`config.mk`:
```
export PLATFORM = sky130hd
export DESIGN_NAME = fp_alu_sched
export DESIGN_NICKNAME = d
export VERILOG_FILES = /design/src/rtl/fp_alu_sched.sv
export SDC_FILE = /design/constraint.sdc
export NUM_CORES = 1
export LEC_CHECK = 0
export CAP_MARGIN = 20
export CORE_AREA = 4 4 136 138
export DETAILED_ROUTE_END_ITERATION = 7
export DIE_AREA = 0 0 140 142
export GPL_ROUTABILITY_DRIVEN = 0
export GPL_TIMING_DRIVEN = 0
export SYNTH_ARGS = -nofsm -noshare
export SYNTH_HDL_FRONTEND = slang
export SYNTH_SLANG_ARGS = --single-unit
```
`constraint.sdc`:
```
create_clock -name clk -period 3.8 [get_ports clk]
set_clock_uncertainty 0.1 [all_clocks]
set_input_delay 0.57 -clock clk [delete_from_list [all_inputs] [get_ports clk]]
set_output_delay 0.57 -clock clk [all_outputs]
set_load 0.01 [all_outputs]
```
`src/rtl/fp_alu_sched.sv`:
```
// fp_alu_sched: round-robin scheduler sharing one multicycle fp_alu between two requesters (optional FP_ALU_SCHED_STATS_EN grant counters)
module fp_alu_sched #(
  parameter int ALU_LAT = 2,
  parameter int CNT_W = 16
) (
  input  logic             clk,
  input  logic             rst,
  input  logic             req0_valid,
  output logic             req0_ready,
  input  logic [31:0]      req0_a,
  input  logic [31:0]      req0_b,
  input  logic [1:0]       req0_op,
  input  logic             req1_valid,
  output logic             req1_ready,
  input  logic [31:0]      req1_a,
  input  logic [31:0]      req1_b,
  input  logic [1:0]       req1_op,
  output logic [31:0]      alu_a,
  output logic [31:0]      alu_b,
  output logic [1:0]       alu_opcode,
  output logic             alu_add_sub,
  input  logic [31:0]      alu_result,
  output logic             rsp_valid,
  input  logic             rsp_ready,
  output logic             rsp_id,
  output logic [31:0]      rsp_result,
`ifdef FP_ALU_SCHED_STATS_EN
  output logic [CNT_W-1:0] grant_cnt0,
  output logic [CNT_W-1:0] grant_cnt1,
`endif
  output logic             busy
);
  localparam logic [1:0] IDLE = 2'd0;
  localparam logic [1:0] WAIT = 2'd1;
  localparam logic [1:0] RESP = 2'd2;
  localparam logic [3:0] LOAD = 4'(ALU_LAT - 1);
  logic [1:0] state;
  logic       last_grant;
  logic       id_q;
  logic [3:0] cnt;
  logic       grant0, grant1, sel;
  logic [1:0] op;
  // Round-robin grant: a lone requester wins, a tie goes to whoever was not served last
  always_comb begin
    grant0 = req0_valid && (!req1_valid || last_grant);
    grant1 = req1_valid && (!req0_valid || !last_grant);
    req0_ready = (state == IDLE) && grant0;
    req1_ready = (state == IDLE) && grant1;
    sel = grant1;
    op = sel ? req1_op : req0_op;
    busy = state != IDLE;
  end
  // Issue, hold operands for ALU_LAT cycles, capture result, then wait for the consumer
  always_ff @(posedge clk or posedge rst) begin
    if (rst) begin
      state <= IDLE;
      last_grant <= 1'b1;
      id_q <= 1'b0;
      cnt <= '0;
      alu_a <= '0;
      alu_b <= '0;
      alu_opcode <= '0;
      alu_add_sub <= 1'b0;
      rsp_valid <= 1'b0;
      rsp_id <= 1'b0;
      rsp_result <= '0;
    end else if (state == IDLE) begin
      if (req0_ready || req1_ready) begin
        alu_a <= sel ? req1_a : req0_a;
        alu_b <= sel ? req1_b : req0_b;
        alu_opcode <= op[1] ? (op[0] ? 2'b10 : 2'b01) : 2'b00;
        alu_add_sub <= op == 2'b01;
        id_q <= sel;
        last_grant <= sel;
        cnt <= LOAD;
        state <= WAIT;
      end
    end else if (state == WAIT) begin
      if (cnt == '0) begin
        rsp_result <= alu_result;
        rsp_valid <= 1'b1;
        rsp_id <= id_q;
        state <= RESP;
      end else begin
        cnt <= cnt - 4'd1;
      end
    end else if (rsp_ready) begin
      rsp_valid <= 1'b0;
      state <= IDLE;
    end
  end
`ifdef FP_ALU_SCHED_STATS_EN
  // Per-requester accept counters, free-running with wrap
  always_ff @(posedge clk or posedge rst) begin
    if (rst) begin
      grant_cnt0 <= '0;
      grant_cnt1 <= '0;
    end else begin
      if (req0_ready) grant_cnt0 <= grant_cnt0 + 1'b1;
      if (req1_ready) grant_cnt1 <= grant_cnt1 + 1'b1;
    end
  end
`endif
endmodule
```
Word-level counts from Yosys, hierarchy flattened:

Index checks and enable logic that the tools add are counted.

* flip-flop bits (word level): 109
* output and inout bits: 104
* logic and storage cells: 57

* $add $sub $neg: 1
* equal/unequal tests: 6
* muxes and demuxes: 17
* bitwise gates (word level): 1
* reductions and logical operators: 21

Operators with widths (number)
* 2-to-1 mux 32 bit: 2
* 2-to-1 mux 2 bit: 8
* 2-to-1 mux 4 bit: 4
* AND reduction 3 bit: 4
* nonzero test 2 bit: 3
* == test 2 x 1 -> 1 bit (second input constant): 2
* logical AND 1 bit: 4
* zero test 4 bit: 1
* != test 2 x 1 -> 1 bit (second input constant): 2
* subtractor 4 x 1 -> 4 bit (second input constant): 1
* zero test 1 bit: 3
* logical OR 1 bit: 3
* 2-to-1 mux 1 bit: 3
* != test 3 x 2 -> 1 bit (second input constant): 1
* nonzero test 3 bit: 1
* zero test 2 bit: 1
* != test 2 bit (second input constant): 1
* AND reduction 2 bit: 1
* NOT 1 bit: 1

Logic depth before layout (Yosys ltp):

* word-level depth: 7
* mapped depth: 6
* depth with buffers taken out: 5

Worst setup path before layout:

OpenSTA, ideal clock, no wires.

* path kind: input to output
* from: in req1_valid
* to: out req1_ready
* data arrival time: 1.324 ns
* data required time: 3.130 ns
* slack: 1.806 ns
* stages: 5
* path buffers: 3
* path through: a21boi_1 > buf_2 > buf_6 > buf_6 > and2_1

* cells in the longest elaborated chain, start to end: 2

RTL lines
* from (decl): line 13 `input logic req1_valid,`
* logical AND 1 bit: line 46 `grant1 = req1_valid && (!req0_valid || !last_grant);`
* logical AND 1 bit: line 48 `req1_ready = (state == IDLE) && grant1;`
* to (decl): line 14 `output logic req1_ready,`

Every way passes these cells.

Final worst setup path:

Same ends and word-level chain as after synthesis.

==> flow_summary_export.csv <==
group,metric,value,unit
yosys,seq_area_frac_synth,53.73,%
yosys,syn_area,5079,um^2
yosys,synth_top_cell_area_share,53.22,%
yosys,synthTopCellsByCount,"a21oi_1, dfrtp_1, mux2i_1",
grt,gr-max-usage-layer,"met2",
grt,gr-usage-met3,5.410,%
clocking,clockRootBuffer,"clkbuf_16",
floorplan,rows,48,
floorplan,start_util,29.57,%
worst_setup_path,reg2reg_slack,1.90,ns
clocking,hold_buffers,0,
routing,drt-wirelength-per-cell,17.31,um
yosys,avgSynthCellArea,12.01,um^2
worst_setup_path,rr_endpoint,"alu_b[11]",
clocking,htreeDepth,3,
floorplan,die-area,19880,um^2
routing,routed_via_density,4.619,
clocking,cts_tree,"yes",
yosys,synth_seq_cells,109,
placed_design,hpwlAfterDp,12920,um
cells_and_area,finish.utilization,49.04,%
worst_setup_path,r2r_cells,6,
cells_and_area,multi_input_area,2122,um^2
sta,rsz0062_at_grt,"false",
placed_design,port_buffers,272,
pwr,switching_share,35.08,%
yosys,synth.distinct_cells,33,
clocking,path_clk_slew,0.07,ns
sta,fmax,305.9,MHz
worst_setup_path,cp_cell_sequence,"clkdlybuf4s50_1 > a21boi_1 > buf_2 > buf_6 > buf_6 > and2_1 > clkdlybuf4s50_1",
sta,relSlewSlack,62.02,%
pwr,ir_drop,0.3294,mV
pwr,p_leak,3.591,nW
grt,antenna_found_initial,0,
cells_and_area,syn_to_final_growth,65.85,%
grt,grt.overflow.total,0,
clocking,cts_buffers,9,
sta,timing.final.crit_share,86.02,%
grt,grtUsageMet2,28.31,%
worst_setup_path,startpoint,"req1_valid",
clocking,clock_path_buffers,2,
worst_setup_path,cp_max_fo,10,
yosys,synth_edf_count,0,
sta,finalSetupViolations,0,
worst_setup_path,cpPeakStageDelay,0.54,ns
cells_and_area,regArea,2729,um^2
min_path,hp-class,"reg2reg",
yosys,yosysWarnings,0,
routing,routed_wl,16220,um
cells_and_area,num_antenna_cells,0,
placed_design,pre_cts_slack,0.4971,ns
sta,worst_pin_slew,0.5698,ns
floorplan,boundaryPins,273,
cells_and_area,drive_gt1_share,11.52,%
pwr,pwr_density_cell,762.9,nW/um^2
grt,grt_pass1_vias,4751,
floorplan,coreArea,17180,um^2
yosys,synth-main-ff-cell,"dfrtp_1",
routing,antenna_left,0,
sta,fin_crit,3.269,ns
clocking,cts_setup_buffers,0,
yosys,yosys.area.top_type,"dfrtp_1",
pwr,power_frac_comb,52.1,%
worst_setup_path,required,3.13,ns
sta,hold_viol_final,0,
yosys,syn_nets,594,
worst_setup_path,worstSetupEndpoint,"req1_ready",
yosys,synthCells,423,
worst_setup_path,critical_path_class,"in2out",
floorplan,fp.dieH,142,um
clocking,cts_resized,0,
grt,met1_usage,18.24,%
routing,drtIter0Drc,188,
yosys,yosysMostFrequentCell,"a21oi_1",
cells_and_area,nets,878,
cells_and_area,final_area,8423,um^2
routing,firstDrtPassIters,4,
placed_design,dpl-instance-area,8113,um^2
run_status,outcome,"finished, final reports clean",
pwr,seq_power_share,32.6,%
grt,grt_max_degree,68,
routing,drc_errors,0,
floorplan,die_width,140,um
worst_setup_path,cp.arrival,2.60,ns
pwr,intPower,4.172,mW
cells_and_area,fillers,1563,
clocking,clock-sinks,109,
yosys,synth_area_leaders,"dfrtp_1, mux2i_1, a21oi_1, mux2_4, mux2_2",
worst_setup_path,slowest_stage,"clkdlybuf4s50_1",
sta,drv_slew,0,
yosys,postSynth.asyncResetShare,100.0,%
grt,grt_pass1_wl,25410,um
run,cap_violations,0,
worst_setup_path,cp-start-kind,"primary input",
pwr,p_clk_share,15.3,%
routing,num_vias,4328,
sta,fin_ws,0.5311,ns
worst_setup_path,r2r-start,"state[1]",
grt,grtUsageTotal,16.02,%
clocking,clock_latency,0.34,ns
pwr,p_switching,2.254,mW
worst_setup_path,cp-end-kind,"primary output",
## cell families after synthesis
group | share of synthesized area (%)
simple gates | 3.499
compound gates | 14.17
xor+xnor | 0.1725
fa+ha+maj | 0.4927
mux | 23.45
buf+inv | 4.484
flops | 53.73
## worst max-delay path, delay by kind of cell
family	cells	cell delay, ns
simple gates	1	0.13
buf+inv	5	1.71
compound gates	1	0.18
## per-stage QoR
stage                     power, mW  hold slack [ns]  cells  setup TNS [ns]
after floorplan               3.738           0.3587    423               0
after global placement        5.420           0.3897    920         -141.86
after detailed placement      5.512           0.3909    921               0
after CTS                     6.532           0.4031    937               0
after global routing          6.864           0.4298    937               0
final                         6.426           0.4027    937               0
## sequential cells by signal, indices dropped and copies added (netlist names), 2 cells and up
register and cells:
rsp_result 32, cnt 4, state 2, alu_opcode 2, alu_a 32, alu_b 32
## layout by cell type (no fill, tap or decap), types with 2 or more instances in the layout
cell type and instances:
nor2b_1 2, nor2_1 2, inv_1 5, or3b_2 2, nand2b_1 6, clkinv_2 2, buf_4 4, buf_6 7
a21oi_1 131, clkdlybuf4s50_1 272, and2_1 2, clkbuf_8 2, clkbuf_16 9, ha_1 2, mux2_2 8, buf_2 11
nand2_1 6, mux2_4 28, clkbuf_1 11, o21ai_0 3, dfrtp_1 108, mux2i_1 68, nor3_1 2
## per-layer routing
metal	up-vias	share of wire, %
li1	2075	-
met3	20	8.1
met5	-	0
met4	0	1.9
met1	2070	39
met2	163	51
## power groups by stage
stage | combinational [mW] | clock, mW | sequential (mW)
5_1_grt | 3.63 | 1.06 | 2.18
2_1_floorplan | 1.41 | 0 | 2.32
6_report | 3.35 | 0.981 | 2.10
4_1_cts | 3.41 | 1.02 | 2.10
3_5_place_dp | 3.40 | 0 | 2.11
3_3_place_gp | 3.33 | 0 | 2.09
## worst min-delay path by stage
stage	from	cells after the start	slack, ns	end
2_1_floorplan	id_q	2	0.36	id_q
3_3_place_gp	id_q	2	0.39	id_q
3_5_place_dp	rsp_result[10]	1	0.39	rsp_result[10]
4_1_cts	last_grant	2	0.40	last_grant
5_1_grt	rsp_result[18]	1	0.43	rsp_result[18]
6_report	last_grant	2	0.40	last_grant
## layout make-up
type | count | share of cell area [%]
buffer | 33 | 2.436
clock buffer | 11 | 3.001
clock inverter | 5 | 0.6833
inverter | 6 | 0.2971
multi-input combinational | 275 | 25.19
sequential | 109 | 32.40
tap | 225 | 3.342
timing repair buffer | 273 | 32.65
No activity file was read; power rests on OpenSTA's default activity.
==> RTL edit (same settings) <==
Add a define of `FP_ALU_SCHED_STATS_EN`.
--- a/src/rtl/fp_alu_sched.sv
+++ b/src/rtl/fp_alu_sched.sv
@@ -1,4 +1,6 @@
 // fp_alu_sched: round-robin scheduler sharing one multicycle fp_alu between two requesters (optional FP_ALU_SCHED_STATS_EN grant counters)
+`define FP_ALU_SCHED_STATS_EN
+
 module fp_alu_sched #(
   parameter int ALU_LAT = 2,
   parameter int CNT_W = 16
Check against the original RTL (old outputs only; new: grant_cnt0 and grant_cnt1): equivalent (Yosys induction, for registers that start in step).
==> RTL edit against the unedited design <==
Global-route usage rose by 4.8 points. Routed wire length is 27% higher. Utilization is 10 points higher. Setup slack gained 210 ps. Area after synthesis is 21% higher. Final area up 21%. Sequential share of layout area up 2.2 points. Sequential cell count up 32. Worst hold slack got worse by 29 ps. Critical endpoint unchanged. Total power rose by 19%. Die area did not move. Count of clock-buffer cells in the layout grew 7.
==> RTL edit: results (changes against the unedited design) <==
[placement]
place_ws_ps=722  ; +225 ps
io_buffers=304  ; +12%
place_area_mm2=0.00956  ; +18%

[synthesis]
seq_area_frac_synth_pct=57.4  ; +3.7 points
synth_nets=771  ; +30%
synthTopCellsByArea=dfrtp_1 57%, nand2_1 8.9%, a31oi_1 6.8%
synth.cells.most_frequent=146 x nand2_1, 140 x dfrtp_1, 73 x nor2_1
netlist_instances=598  ; +41%

[grt]
grt_pass1_vias=5964  ; +26%
grt_antenna_before_repair=1  ; +1
use_met2_pct=35.8  ; +7.5 points
grtUsageMet3_pct=6.45  ; +1.0 points
use_met1_pct=24.7  ; +6.5 points
grt_max_degree=39  ; -43%
grt_use_total_pct=20.8  ; +4.8 points

[cells_and_area]
n_fill_cell=1498  ; -4.2%
nets=1098  ; +25%
final_cells=1164  ; +24%
drive_gt1_share_pct=11.6  ; +0.10 points

[cts]
cts_max_level=4  ; +1
cts_made_buffers=17  ; +8
worst_skew_pair.late_latency_ps=410  ; +70 ps

[hold_path]
hold_end=grant_cnt0[15]
min-delay-start=grant_cnt0[15]

[critical_path]
timing.rr.start=cnt[0]
crit_fanout=9  ; -1
worstReg2RegEnd=cnt[2]
regToRegSetupSlack_ps=1810  ; -90 ps
critical_path_arrival_ps=2390  ; -210 ps

[drt]
drtIter0Drc=252  ; +34%
vias_per_cell=4.92  ; +6.4%
wl_mm=20.6  ; +27%
drt-pass1-iter-count=5  ; +1

[timing]
hold_slack_ps=374  ; -28.7 ps

[power]
p_leak_nw=4.34  ; +21%
vdd_drop_max_mv=0.400  ; +21%

[run_status]
status=finished clean

RTL edit: per-layer routing:
metal,vias to the layer above,part of all wire [%]
met1,2757,39
li1,2690,-
met3,28,7.9
met4,0,2.8
met5,-,0
met2,247,50
RTL edit: worst max-delay path, cell delays in order:
cell	delay, ps
clkdlybuf4s50_1	520
a21bo_1	240
buf_6	150
nor2_2	280
clkdlybuf4s50_1	620
RTL edit: report_power, final:
| group | leakage [nW] | internal (mW) | switching (mW) |
|---|---|---|---|
| clock | 0.305 | 1.13 | 0.671 |
| combinational | 2.37 | 1.82 | 1.50 |
| sequential | 1.66 | 2.15 | 0.394 |
| total | 4.34 | 5.10 | 2.56 |
RTL edit: worst max-delay path by stage:
| stage | slack (ps) | cells after the start | endpoint | from |
|---|---|---|---|---|
| 2_1_floorplan | 1370 | 1 | alu_a[0] | rst |
| 3_3_place_gp | 70 | 2 | alu_b[26] | rst |
| 3_5_place_dp | 720 | 5 | req1_ready | req0_valid |
| 4_1_cts | 720 | 5 | req1_ready | req0_valid |
| 5_1_grt | 640 | 5 | req1_ready | req0_valid |
| 6_report | 740 | 5 | req1_ready | req0_valid |
RTL edit: area by class of cell:
| class | count | area (µm²) | share of cell area [%] |
|---|---|---|---|
| sequential | 141 | 3530 | 34.6 |
| buffer | 33 | 193 | 1.89 |
| timing repair buffer | 308 | 3120 | 30.6 |
| multi-input combinational | 417 | 2400 | 23.5 |
| inverter | 7 | 32.5 | 0.319 |
| clock inverter | 14 | 204 | 2.00 |
| antenna | 1 | 2.50 | 0.0245 |
| tap | 225 | 282 | 2.76 |
| clock buffer | 18 | 439 | 4.31 |
RTL edit: cell families after synthesis:
group | Yosys count | share of synthesized area, %
flip-flops | 141 | 57.4
multiplexers | 36 | 6.57
AO/OA/AOI/OAI | 77 | 8.02
buffers and inverters | 40 | 3.60
AND/OR/NAND/NOR | 270 | 19.3
XOR/XNOR | 30 | 4.27
adder cells (fa/ha/maj) | 4 | 0.814
